## config.mk

```make
export PLATFORM = sky130hd
export DESIGN_NAME = uart_tx_arbiter
export DESIGN_NICKNAME = d
export VERILOG_FILES = /design/src/rtl/uart_tx_arbiter.sv
export SDC_FILE = /design/constraint.sdc
export NUM_CORES = 1
export LEC_CHECK = 0
export BUFFER_PORTS_ARGS = -buffer_cell sky130_fd_sc_hd__clkbuf_2
export CORE_UTILIZATION = 46
export DETAILED_ROUTE_END_ITERATION = 12
export PLACE_DENSITY = 0.76
export SYNTH_ARGS = -nofsm -noshare
export SYNTH_HDL_FRONTEND = slang
export SYNTH_SLANG_ARGS = --single-unit
```

## constraint.sdc

```tcl
create_clock -name CLK -period 1.8 [get_ports CLK]
set_input_delay 0.18 -clock CLK [delete_from_list [all_inputs] [get_ports CLK]]
set_output_delay 0.18 -clock CLK [all_outputs]
set_load 0.05 [all_outputs]
```

## src/rtl/uart_tx_arbiter.sv

```systemverilog
`default_nettype none
// ============================================================================
//  Module   : uart_tx_arbiter
//  Purpose  : Round-robin arbiter sharing one UART transmit byte channel
//             among NREQ byte-stream requesters. A requester keeps the
//             channel for a whole burst (terminated by its last flag), with
//             a lock timeout for stalled owners and a sent-byte counter.
//  Revision : 1.0  initial release
// ============================================================================
module uart_tx_arbiter #(
    parameter int NREQ         = 4,
    parameter int LOCK_TIMEOUT = 1024,
    parameter int CNT_W        = 16
) (
    input  logic                      CLK,
    input  logic                      RST,
    input  logic [NREQ-1:0]           req_valid,
    input  logic [8*NREQ-1:0]         req_byte,
    input  logic [NREQ-1:0]           req_last,
    output logic [NREQ-1:0]           req_ready,
    output logic                      out_valid,
    output logic [7:0]                out_byte,
    input  logic                      uart_ready,
    output logic [$clog2(NREQ)-1:0]   owner,
    output logic                      busy,
    output logic                      timeout_err,
    output logic [CNT_W-1:0]          bytes_sent
);

    localparam int IW = $clog2(NREQ);
    localparam int TW = (LOCK_TIMEOUT > 1) ? $clog2(LOCK_TIMEOUT) : 1;
    localparam logic [TW-1:0] TMO_LAST = TW'(LOCK_TIMEOUT - 1);

    typedef enum logic [1:0] {
        S_IDLE   = 2'd0,
        S_SEND   = 2'd1,
        S_LOCKED = 2'd2
    } state_t;

    state_t          state;
    logic [IW-1:0]   rr_ptr;
    logic            last_q;
    logic [TW-1:0]   lock_cnt;

    logic            grant_any;
    logic [IW-1:0]   grant_idx;
    logic [IW:0]     cand;
    logic            take;
    logic [IW-1:0]   take_idx;
    logic [7:0]      take_byte;
    logic            take_last;
    logic            xfer;
    logic [IW-1:0]   next_ptr;

    // Round-robin search: scan offsets high to low so the closest index to
    // rr_ptr (smallest offset) is the one left standing.
    always_comb begin
        grant_any = 1'b0;
        grant_idx = '0;
        cand      = '0;
        for (int k = NREQ - 1; k >= 0; k--) begin
            cand = {1'b0, rr_ptr} + (IW+1)'(k);
            if (cand >= (IW+1)'(NREQ)) begin
                cand = cand - (IW+1)'(NREQ);
            end
            if (req_valid[cand[IW-1:0]]) begin
                grant_any = 1'b1;
                grant_idx = cand[IW-1:0];
            end
        end
    end

    // Decide whether a requester byte is captured this cycle and from whom.
    always_comb begin
        xfer     = out_valid & uart_ready;
        take     = 1'b0;
        take_idx = owner;
        case (state)
            S_IDLE: begin
                take     = grant_any;
                take_idx = grant_idx;
            end
            S_SEND:   take = xfer & ~last_q & req_valid[owner];
            S_LOCKED: take = req_valid[owner];
            default:  take = 1'b0;
        endcase
        // A byte offered during reset is never acknowledged.
        if (RST) begin
            take = 1'b0;
        end
        take_byte = req_byte[{take_idx, 3'b000} +: 8];
        take_last = req_last[take_idx];
        next_ptr  = (owner == IW'(NREQ - 1)) ? '0 : owner + 1'b1;
    end

    // One-hot acknowledge towards the captured requester only.
    always_comb begin
        req_ready = '0;
        if (take) begin
            req_ready[take_idx] = 1'b1;
        end
    end

    // Burst-lock state machine with registered channel outputs.
    always_ff @(posedge CLK) begin
        if (RST) begin
            state       <= S_IDLE;
            out_valid   <= 1'b0;
            out_byte    <= 8'h00;
            owner       <= '0;
            busy        <= 1'b0;
            timeout_err <= 1'b0;
            bytes_sent  <= '0;
            rr_ptr      <= '0;
            lock_cnt    <= '0;
            last_q      <= 1'b0;
        end else begin
            timeout_err <= 1'b0;
            case (state)
                S_IDLE: begin
                    if (take) begin
                        out_byte  <= take_byte;
                        last_q    <= take_last;
                        owner     <= take_idx;
                        busy      <= 1'b1;
                        out_valid <= 1'b1;
                        state     <= S_SEND;
                    end
                end
                S_SEND: begin
                    if (xfer) begin
                        bytes_sent <= bytes_sent + 1'b1;
                        if (last_q) begin
                            out_valid <= 1'b0;
                            busy      <= 1'b0;
                            rr_ptr    <= next_ptr;
                            state     <= S_IDLE;
                        end else if (take) begin
                            out_byte <= take_byte;
                            last_q   <= take_last;
                        end else begin
                            out_valid <= 1'b0;
                            lock_cnt  <= '0;
                            state     <= S_LOCKED;
                        end
                    end
                end
                S_LOCKED: begin
                    if (take) begin
                        out_byte  <= take_byte;
                        last_q    <= take_last;
                        out_valid <= 1'b1;
                        lock_cnt  <= '0;
                        state     <= S_SEND;
                    end else if (lock_cnt == TMO_LAST) begin
                        timeout_err <= 1'b1;
                        busy        <= 1'b0;
                        rr_ptr      <= next_ptr;
                        state       <= S_IDLE;
                    end else begin
                        lock_cnt <= lock_cnt + 1'b1;
                    end
                end
                default: begin
                    state     <= S_IDLE;
                    out_valid <= 1'b0;
                    busy      <= 1'b0;
                end
            endcase
        end
    end

endmodule
`default_nettype wire

```

* Word-level counts from Yosys, hierarchy flattened *
Index checks and enable logic that the tools add are counted.

operators by class
  $add $sub $neg = 10
  $lt $le $gt $ge = 11
  eq/ne operators = 15
  bitwise operators = 5
  reductions and logical operators = 15
  shifts and indexed selects = 1
  mux-type cells = 69

operator list
  kind                                                        number
  2-to-1 mux 10 bit                                           5
  2-to-1 mux 2 bit                                            20
  indexed part select 32 x 6 -> 8 bit                         1
  2-to-1 mux 1 bit                                            25
  2-to-1 mux 8 bit                                            3
  one-hot mux 10 bit (2 select lines)                         1
  less-than comparator 2 x 3 -> 1 bit, second input constant  6
  adder 16 x 1 -> 16 bit, second input constant               1
  one-hot mux 8 bit (2 select lines)                          1
  AND reduction 5 bit                                         3
  != test 2 bit, second input constant                        7
  binary-select mux 1 bit (select 2 bit)                      6
  adder 10 x 1 -> 10 bit, second input constant               1
  equality test 10 bit, second input constant                 1
  greater-or-equal comparator 3 bit, second input constant    3
  != test 3 bit, second input constant                        3
  AND reduction 3 bit                                         3
  subtractor 2 x 1 -> 2 bit, second input constant            4
  adder 2 x 2 -> 3 bit, second input constant                 2
  one-hot mux 1 bit (3 select lines)                          2
  one-hot mux 2 bit (3 select lines)                          1
  equality test 2 bit, second input constant                  2
  2-to-1 mux 4 bit                                            1
  one-hot mux 1 bit (2 select lines)                          2
  17 further kinds                                            22

storage, ports and cells
  word-level logic and storage cells = 136
  bits in registers = 44

* Longest topological paths before layout *
Gate-level depths: netlist (run 1).

  depth in word-level cells = 16
  depth in mapped cells = 8
  gate-level depth less buffers = 6

* Worst setup path after synthesis (run 1) *
No wires, ideal clock.

  path kind = register to output
  from = register out_valid
  to = output req_ready[2]
  path buffers = 1
  slack = -0.777 ns
  stages on the path, launching flop included = 8
  arrival time = 2.397 ns
  cell sequence = dfxtp_1 -> nand4b_1 -> o21ai_2 -> a21oi_2 -> nor2_1 -> buf_2 -> nand2_1 -> nor2_1

between the ends
  word-level cells in the longest chain between the ends = 6

ends and longest elaborated chain
  what                                line  RTL
  start: declaration                  21    output logic out_valid,
  start signal: assignment            108   out_valid <= 1'b0;
  start signal: assignment            126   out_valid <= 1'b1;
  start signal: assignment            134   out_valid <= 1'b0;
  bitwise AND 1 bit                   75    xfer = out_valid & uart_ready;
  bitwise AND 1 bit (2 in a row)      83    S_SEND: take = xfer & ~last_q & req_valid[owner];
  one-hot mux 1 bit (3 select lines)  78    case (state)
  2-to-1 mux 1 bit                    88    if (RST) begin
  2-to-1 mux 4 bit                    99    if (take) begin
  end: declaration                    20    output logic [NREQ-1:0] req_ready,

No other way between the ends.

* Worst setup path after layout (run 1) *
  from = register state[1]
  to = output req_ready[1]

between the ends
  word-level cells in the longest chain between the ends = 7

ends and longest elaborated chain
  what                                                                                                                     line  RTL
  start: declaration                                                                                                       40    state_t state;
  start signal: assignment                                                                                                 107   state <= S_IDLE;
  start signal: assignment                                                                                                 127   state <= S_SEND;
  start signal: assignment                                                                                                 137   state <= S_IDLE;
  zero test 2 bit                                                                                                          78
  2-to-1 mux 2 bit                                                                                                         78
  less-than comparator 2 x 3 -> 1 bit (implied by the code) or greater-or-equal comparator 2 x 1 -> 1 bit (tied branches)  100   req_ready[take_idx] = 1'b1;
  logical AND 1 bit (implied by the code)                                                                                  100
  2-to-1 mux 1 bit (implied by the code)                                                                                   100
  demux 1 bit (select 2 bit)                                                                                               100
  2-to-1 mux 4 bit (*)                                                                                                     99

Every way passes the cells marked *; elsewhere a longest branch is shown, timed or not.

==> results.sh, run 1 <==
export IMPL_via_density=5.35
export IMPL_power_share_combinational_pct=25.1
export IMPL_vdd_ir_drop_max_mv=0.634
export IMPL_worst_slew_pin_transition_ns=0.533
export IMPL_fin_crit_ns=2.14
export IMPL_max_freq_ghz=0.467
export IMPL_net_switching_power_mw=0.781
export IMPL_routed_via_count=2490
export IMPL_detailedRoute_firstIterationViolations=119
export IMPL_drc=0
export IMPL_finalWirelength_um=6860
export IMPL_syn_avg_cell_area_um2=8.72
export IMPL_grt_first_pass_wirelength_um=10300
export IMPL_hold_path_class="input pin to register"
export IMPL_clock_tree_root_buffer_cell="sky130_fd_sc_hd__clkbuf_8"
export IMPL_cts_max_path_buffers=2
export IMPL_std_cell_rows=25
export IMPL_cts_hold_repair_buffers=0
export IMPL_critical_path_top_delay_family="simple AND/OR/NAND/NOR gates"
export IMPL_postPlaceCellArea_um2=3220
export IMPL_cts_made_buffers=5
export IMPL_fin_util_pct=76.2
export IMPL_dieArea_um2=5500
export IMPL_worstPathArrival_ns=1.96
export IMPL_worst_setup_path_end_kind="output pin"
export IMPL_synthToLayoutAreaGrowth_pct=55.1
export IMPL_grt_start_max_net_pins=30
export IMPL_placement_io_buffers=75
export IMPL_nets=443
export IMPL_first_global_vias=2277
export IMPL_finalWeightedCongestion=0.879
export IMPL_failed_checks="negative setup slack"
export IMPL_timing_reg2reg_worst_path_depth=9
export IMPL_synth_top_cells_by_count="sky130_fd_sc_hd__dfxtp_1, sky130_fd_sc_hd__nor2_1, sky130_fd_sc_hd__nand2_1"
export IMPL_worst_slack_ns=-0.343
export IMPL_setup_viol=29
export IMPL_power_internal_mw=2.02
export IMPL_cp_max_fo=4
export IMPL_headroom_to_the_max_slew_limit_pct=64.3
export IMPL_die_height_um=74.2
export IMPL_yosys_cell_count_top_type="sky130_fd_sc_hd__dfxtp_1"
export IMPL_critical_path_max_stage_delay_ns=0.41
export IMPL_asyncSetResetFlopFracSynth_pct=0
export IMPL_timing_setup_critical_path_class="register to output pin"
export IMPL_preCtsSetupSlack_ns=-0.131
export IMPL_wl_per_cell_um=14.8
export IMPL_maximum_level_of_the_cts_h_tree=2
export IMPL_switching_share_pct=27.9
export IMPL_clk_insertion_delay_late_ns=0.31
export IMPL_worst_r2r_endpoint="out_byte[4]"
export IMPL_critical_path_sink="req_ready[1]"
export IMPL_worst_setup_path_startpoint="state[1]"
export IMPL_netlist_area_leader_share_pct=36.7
export IMPL_finalInstanceArea_um2=3720
export IMPL_critPathSlowestCell="sky130_fd_sc_hd__or3_4"
export IMPL_ys_types=51
export IMPL_met2_wirelength_um=3340
export IMPL_r2r_slack_ns=-0.23
export IMPL_ys_seq_area_share_pct=36.7
export IMPL_synth_edff_count=0
export IMPL_netlist_area_um2=2400
export IMPL_dr_max_layer_used="met4"
export IMPL_placeableCoreArea_um2=4880
export IMPL_initial_antenna_violation_count=0
export IMPL_timing_critical_path_required_ns=1.62
export IMPL_syn_instance_count=275
export IMPL_synthFlopType="sky130_fd_sc_hd__dfxtp_1"
export IMPL_clk_pin_slew_ns=0.09
export IMPL_hpwl_um=4410
export IMPL_power_share_clock_pct=37.7
export IMPL_synth_yosys_warnings=0
export IMPL_tritoncts="done"
export IMPL_critPathBufInv=1
export IMPL_power_static_leakage_nw=1.56
export IMPL_clock_skew_ns=0.00695
export IMPL_met1_length_um=3010
export IMPL_fin_crit_sh_pct=119
export IMPL_numClockSinks=44
export IMPL_cp_depth=6
export IMPL_filler_cell_count=326
export IMPL_syn_nets=321
export IMPL_run_status="finished, violations left"
export IMPL_globalRoute_totalOverflow=0
export IMPL_drt_pass1_iterations=4
export IMPL_maxSlewViolCount=0
export IMPL_total_power_per_unit_cell_area_nw_per_um2=754
export IMPL_r2r_start="state[0]"
export IMPL_pin_count=76
export IMPL_gr_usage_all_layers_pct=24.4
export IMPL_antenna_cell_count=0
export IMPL_yosysTopAreaCell="sky130_fd_sc_hd__dfxtp_1"
export IMPL_die_width_um=74.2
export IMPL_leading_post_synthesis_cells_by_cell_area="sky130_fd_sc_hd__dfxtp_1, sky130_fd_sc_hd__mux2i_1, sky130_fd_sc_hd__nor2_1"
export IMPL_synth_seq_cells=44
export IMPL_timing_hold_violations_final=0
export IMPL_grt_setup_unrepaired="yes"
export IMPL_pwr_share_seq_pct=37.2
export IMPL_final_layout_size_suffix_gt1_share_pct=49.0
export IMPL_effective_utilization_at_floorplan_pct=49.1
export IMPL_wl_met3_um=375
export IMPL_worstPathCellList="nand4b_1 > o21ai_2 > a21oi_2 > or3_4 > nor2b_4 > buf_8"
export IMPL_postRouteAntennaNets=0
export IMPL_critPathLaunchType="register"
export IMPL_drv_max_cap_violation_count=0
-- registers in the layout, summed over array words and instances, names as in the netlist --
| register | count |
|---|---|
| state | 2 |
| bytes_sent | 16 |
| rr_ptr | 2 |
| lock_cnt | 10 |
| last_q | 1 |
| out_byte | 8 |
| out_valid | 1 |
| timeout_err | 1 |
| owner | 2 |
| busy | 1 |
-- worst min path at each step --
stage,startpoint,endpoint,slack (ns),cells after the start
floorplan,req_byte[9],out_byte[1],0.34,2
global placement,req_byte[13],out_byte[5],0.43,3
detailed placement,req_byte[13],out_byte[5],0.44,3
CTS,req_byte[9],out_byte[1],0.11,3
global route,req_byte[9],out_byte[1],0.14,3
finish,req_byte[9],out_byte[1],0.11,3
-- final cells by class --
class	count	area (um^2)	share of cell area, %
Clock buffer	5	68.8	1.85
Clock inverter	3	90.1	2.42
Inverter	14	52.6	1.41
Multi-Input combinational cell	204	1630	43.8
Sequential cell	44	901	24.2
Tap cell	67	83.8	2.25
Timing Repair Buffer	128	893	24.0
-- through the flow --
step | power (mW) | TNS [ns] | hold slack (ns) | cells
2_1_floorplan | 1.43 | -3.07 | 0.335 | 275
3_3_place_gp | 1.64 | -2.01 | 0.430 | 448
3_5_place_dp | 1.65 | -2.58 | 0.437 | 448
4_1_cts | 2.77 | -4.16 | 0.105 | 461
5_1_grt | 2.89 | -6.60 | 0.137 | 465
6_report | 2.80 | -4.74 | 0.114 | 465
-- layout by cell type (no fill, tap or decap), types with 7 or more instances in the layout --
cell type                  synthesis  routed
sky130_fd_sc_hd__clkbuf_2          0      71
sky130_fd_sc_hd__buf_4             3      43
sky130_fd_sc_hd__nor2_1           40      34
sky130_fd_sc_hd__dfxtp_1          44      32
sky130_fd_sc_hd__nand2_1          20      18
sky130_fd_sc_hd__mux2i_1          17      16
sky130_fd_sc_hd__inv_1            14      14
sky130_fd_sc_hd__nand3_1          12      12
sky130_fd_sc_hd__xnor2_1          12      11
sky130_fd_sc_hd__dfxtp_2           0      10
sky130_fd_sc_hd__xor2_1            9       9
sky130_fd_sc_hd__o21ai_1           4       8
sky130_fd_sc_hd__a21oi_1           9       7
sky130_fd_sc_hd__o32a_1            7       7
-- power groups by stage --
| stage | Sequential (mW) | Clock [mW] | Combinational [mW] |
|---|---|---|---|
| global placement | 1.06 | 0 | 0.581 |
| global route | 1.05 | 1.10 | 0.744 |
| finish | 1.04 | 1.06 | 0.703 |
| detailed placement | 1.06 | 0 | 0.588 |
| CTS | 1.04 | 1.07 | 0.664 |
| floorplan | 1.17 | 0 | 0.255 |
-- cells by family after synthesis --
family                     after synthesis  synth area share [%]
and+or+nand+nor                        113                  24.7
AOI/OAI and AO/OA                       46                  14.9
DFF                                     44                  36.7
buffers and inverters                   27                  4.96
xor gates and xnor gates                21                  7.67
muxes                                   21                  9.45
adders and majority gates                3                  1.57
-- routing by layer --
metal / GRT usage (%) / vias up
li1: - / 1229
met1: 30.2 / 1137
met2: 42.5 / 107
met3: 4.61 / 17
met4: 8.33 / 0
met5: 0 / -
-- tightest hold or removal path: cells and delay by family --
kind / cells / cell delay, ns
compound gates: 1 / 0.06
buf+inv: 2 / 0.14
-- repair_timing --
item,CTS,global route
pin swaps,9,9
buffers inserted,4,6
endpoints found under the setup margin,29,33
gates resized for setup,40,25
endpoints found under the hold margin,0,0
cloned,1,0
No activity file was read; power rests on OpenSTA's default activity.
==> inputs of run 2 (changes only) <==
--- a/config.mk
+++ b/config.mk
@@ -5,10 +5,12 @@
 export SDC_FILE = /design/constraint.sdc
 export NUM_CORES = 1
 export LEC_CHECK = 0
+export ABC_AREA = 1
 export BUFFER_PORTS_ARGS = -buffer_cell sky130_fd_sc_hd__clkbuf_2
-export CORE_UTILIZATION = 46
+export CORE_UTILIZATION = 47
 export DETAILED_ROUTE_END_ITERATION = 12
 export PLACE_DENSITY = 0.76
+export REMOVE_ABC_BUFFERS = 1
 export SYNTH_ARGS = -nofsm -noshare
 export SYNTH_HDL_FRONTEND = slang
 export SYNTH_SLANG_ARGS = --single-unit
==> run 2 against run 1 <==
The run still ends with negative setup slack left. Sequential power about the same. Sequential cell count unchanged. Wire length increased by 100%. Combinational power increased by 120%. Clock power decreased by 20%. Clock-buffer cell count increased by 1. Worst hold slack improved by 0.094 ns. Critical path depth increased by 5. First-iteration DRC count increased to 5.0 times the previous value. Synthesized cell count increased by 61%. Sequential share of layout area decreased by 5.5 points. Die area increased by 12%.
==> results.sh, run 2 <==
export IMPL_syn_avg_cell_area_um2=6.17
export IMPL_dr_max_layer_used="met4"
export IMPL_cp_max_fo=4
export IMPL_hpwl_um=5430
export IMPL_synthToLayoutAreaGrowth_pct=74.3
export IMPL_critPathBufInv=5
export IMPL_layout_common_cells="sky130_fd_sc_hd__nand2_1, sky130_fd_sc_hd__clkbuf_2, sky130_fd_sc_hd__buf_4"
export IMPL_grt_setup_unrepaired="yes"
export IMPL_placeableCoreArea_um2=5570
export IMPL_most_common_library_cell_in_the_layout_ignoring_fill_and_taps="sky130_fd_sc_hd__nand2_1"
export IMPL_hold_path_class="input pin to register"
export IMPL_netlist_area_um2=2740
export IMPL_numClockSinks=44
export IMPL_finalHoldWorstSlack_ns=0.208
export IMPL_drt_pass1_iterations=6
export IMPL_maxSlewViolCount=0
export IMPL_cts_made_buffers=5
export IMPL_run_status="finished, violations left"
export IMPL_dieArea_um2=6140
export IMPL_placement_io_buffers=75
export IMPL_wl_per_cell_um=20.5
export IMPL_layout_top_registers="bytes_sent x16, lock_cnt x10, out_byte x8"
export IMPL_setup_viol=39
export IMPL_place_inst=632
export IMPL_pin_count=76
export IMPL_timing_critical_path_required_ns=1.62
export IMPL_clk_insertion_delay_late_ns=0.32
export IMPL_netlist_area_leader_share_pct=32.1
export IMPL_power_static_leakage_nw=2.20
export IMPL_worst_slew_pin_transition_ns=0.386
export IMPL_largest_register_ffs=16
export IMPL_synth_edff_count=0
export IMPL_asyncSetResetFlopFracSynth_pct=0
export IMPL_grt_first_pass_wirelength_um=17300
export IMPL_drv_max_cap_violation_count=0
export IMPL_drc=0
export IMPL_synth_top_cells_by_count="sky130_fd_sc_hd__nand2_1, sky130_fd_sc_hd__nand3_1, sky130_fd_sc_hd__inv_1"
export IMPL_critPathLaunchType="register"
export IMPL_ys_types=32
export IMPL_leading_post_synthesis_cells_by_cell_area="sky130_fd_sc_hd__dfxtp_1, sky130_fd_sc_hd__nand2_1, sky130_fd_sc_hd__nand3_1"
export IMPL_final_layout_size_suffix_gt1_share_pct=52.6
export IMPL_totalPowerFinal_mw=3.47
export IMPL_worst_slack_ns=-0.447
export IMPL_worst_hold_path_num_cells=5
export IMPL_antenna_cell_count=0
export IMPL_vdd_ir_drop_max_mv=0.774
export IMPL_effective_utilization_at_floorplan_pct=49.2
export IMPL_postRouteAntennaNets=0
export IMPL_std_cell_rows=27
export IMPL_routed_via_count=4273
export IMPL_worst_setup_path_end_kind="output pin"
export IMPL_cts_hold_repair_buffers=0
export IMPL_timing_reg2reg_worst_path_depth=14
export IMPL_preCtsSetupSlack_ns=-0.166
export IMPL_synthFlopType="sky130_fd_sc_hd__dfxtp_1"
export IMPL_max_freq_ghz=0.445
export IMPL_cts_max_path_buffers=2
export IMPL_critPathSlowestCell="sky130_fd_sc_hd__dfxtp_2"
export IMPL_clk_pin_slew_ns=0.08
export IMPL_timing_setup_critical_path_class="register to output pin"
export IMPL_fin_crit_ns=2.25
export IMPL_globalRoute_totalOverflow=0
export IMPL_total_power_per_unit_cell_area_nw_per_um2=725
export IMPL_met1_length_um=4830
export IMPL_wl_met3_um=1520
export IMPL_syn_instance_count=444
export IMPL_gr_usage_all_layers_pct=35.7
export IMPL_ys_seq_area_share_pct=32.1
export IMPL_worstPathCellList="inv_2 > buf_4 > nor2_2 > inv_2 > o21ai_4 > nand3_2 > nand2_2 > nand2_2 > buf_6 > nor3_4 > buf_8"
export IMPL_finalWirelength_um=13900
export IMPL_fin_util_pct=85.7
export IMPL_clock_tree_root_buffer_cell="sky130_fd_sc_hd__clkbuf_8"
export IMPL_synth_yosys_warnings=0
export IMPL_via_density=6.31
export IMPL_finish_cell_count_without_fillers=677
export IMPL_grt_start_max_net_pins=26
export IMPL_cp_depth=11
export IMPL_die_width_um=78.4
export IMPL_registers_top_by_ff_count="bytes_sent"
export IMPL_tritoncts="done"
export IMPL_maximum_level_of_the_cts_h_tree=2
export IMPL_detailedRoute_firstIterationViolations=595
export IMPL_clock_skew_ns=0.0174
export IMPL_first_global_vias=3747
export IMPL_yosysTopAreaCell="sky130_fd_sc_hd__dfxtp_1"
export IMPL_critical_path_max_stage_delay_ns=0.35
export IMPL_nets=650
export IMPL_critical_path_top_delay_family="simple AND/OR/NAND/NOR gates"
export IMPL_met2_wirelength_um=6420
export IMPL_yosys_cell_count_top_type="sky130_fd_sc_hd__nand2_1"
export IMPL_finalWeightedCongestion=0.909
export IMPL_fin_crit_sh_pct=125
export IMPL_worstPathArrival_ns=2.07
export IMPL_synth_seq_cells=44
export IMPL_initial_antenna_violation_count=0
export IMPL_timing_hold_violations_final=0
export IMPL_die_height_um=78.4
export IMPL_headroom_to_the_max_slew_limit_pct=74.1
export IMPL_failed_checks="negative setup slack"
-- run 2: cell types whose count changed after synthesis, moves of 8 or more --
cell	delta
sky130_fd_sc_hd__a21oi_1	+21
sky130_fd_sc_hd__inv_1	+36
sky130_fd_sc_hd__mux2i_1	-17
sky130_fd_sc_hd__nand2_1	+110
sky130_fd_sc_hd__nand3_1	+39
sky130_fd_sc_hd__nand4_1	+10
sky130_fd_sc_hd__nor3_1	+10
sky130_fd_sc_hd__o21ai_0	+14
sky130_fd_sc_hd__xnor2_1	-11
sky130_fd_sc_hd__xor2_1	-8
-- run 2: path summary, 6_finish.rpt --
check                                    end  slack, ns        start
worst min register to register   lock_cnt[8]       0.52  lock_cnt[8]
worst min-delay path             out_byte[4]       0.21  req_byte[4]
worst max register to register   lock_cnt[2]      -0.40     state[1]
worst max-delay path            req_ready[3]      -0.45     state[1]
-- run 2: kinds of logic after synthesis --
group / share of synthesized area [%]
fa+ha+maj: 1.37
compound gates: 12.3
buf+inv: 10.7
flops: 32.1
simple gates: 42.9
xor+xnor: 0.639
-- run 2: power breakdown --
part / leakage [nW] / switching [mW] / internal [mW]
Combinational: 1.78 / 0.920 / 0.627
Sequential: 0.361 / 0.0436 / 1.02
Clock: 0.0614 / 0.397 / 0.455
-- run 2: metrics by stage --
stage / area [um^2] / TNS, ns
floorplan: 2650 / -13.07
global placement: 3540 / -1.74
detailed placement: 3540 / -2.79
CTS: 4360 / -6.23
global route: 4780 / -13.44
finish: 4780 / -11.14
-- run 2: layout make-up --
cell class | count | area (um^2)
multi-input combinational | 333 | 2150
clock inverter | 2 | 38.8
timing repair buffer | 166 | 1310
fill | 254 | 796
inverter | 54 | 213
sequential | 44 | 893
clock buffer | 6 | 82.6
tap | 72 | 90.1
-- run 2: what timing repair did --
action | 4_1_cts | 5_1_grt
resized for setup | 114 | 101
cloned | 5 | 0
setup buffers | 26 | 18
pin swaps | 35 | 56
endpoints found under the setup margin | 34 | 45
-- run 2: worst reg2reg max path, stage by stage, from the launching register on --
cell and delay, ns:
sky130_fd_sc_hd__dfxtp_2 0.35, sky130_fd_sc_hd__inv_2 0.05, sky130_fd_sc_hd__buf_4 0.13, sky130_fd_sc_hd__nor2_2 0.23, sky130_fd_sc_hd__inv_2 0.11, sky130_fd_sc_hd__o21ai_4 0.09
sky130_fd_sc_hd__nand3_2 0.10, sky130_fd_sc_hd__buf_4 0.16, sky130_fd_sc_hd__a21oi_4 0.26, sky130_fd_sc_hd__buf_12 0.16, sky130_fd_sc_hd__nand2_8 0.07, sky130_fd_sc_hd__nand3_4 0.14
sky130_fd_sc_hd__buf_12 0.13, sky130_fd_sc_hd__nand2_1 0.06, sky130_fd_sc_hd__a21oi_1 0.12
-- run 2: per-layer routing --
layer  vias up  global-route usage, %
met3       140                   7.33
met1      1930                   39.7
met2       424                   63.0
met4         0                   20.2
met5         -                      0
li1       1779                      -
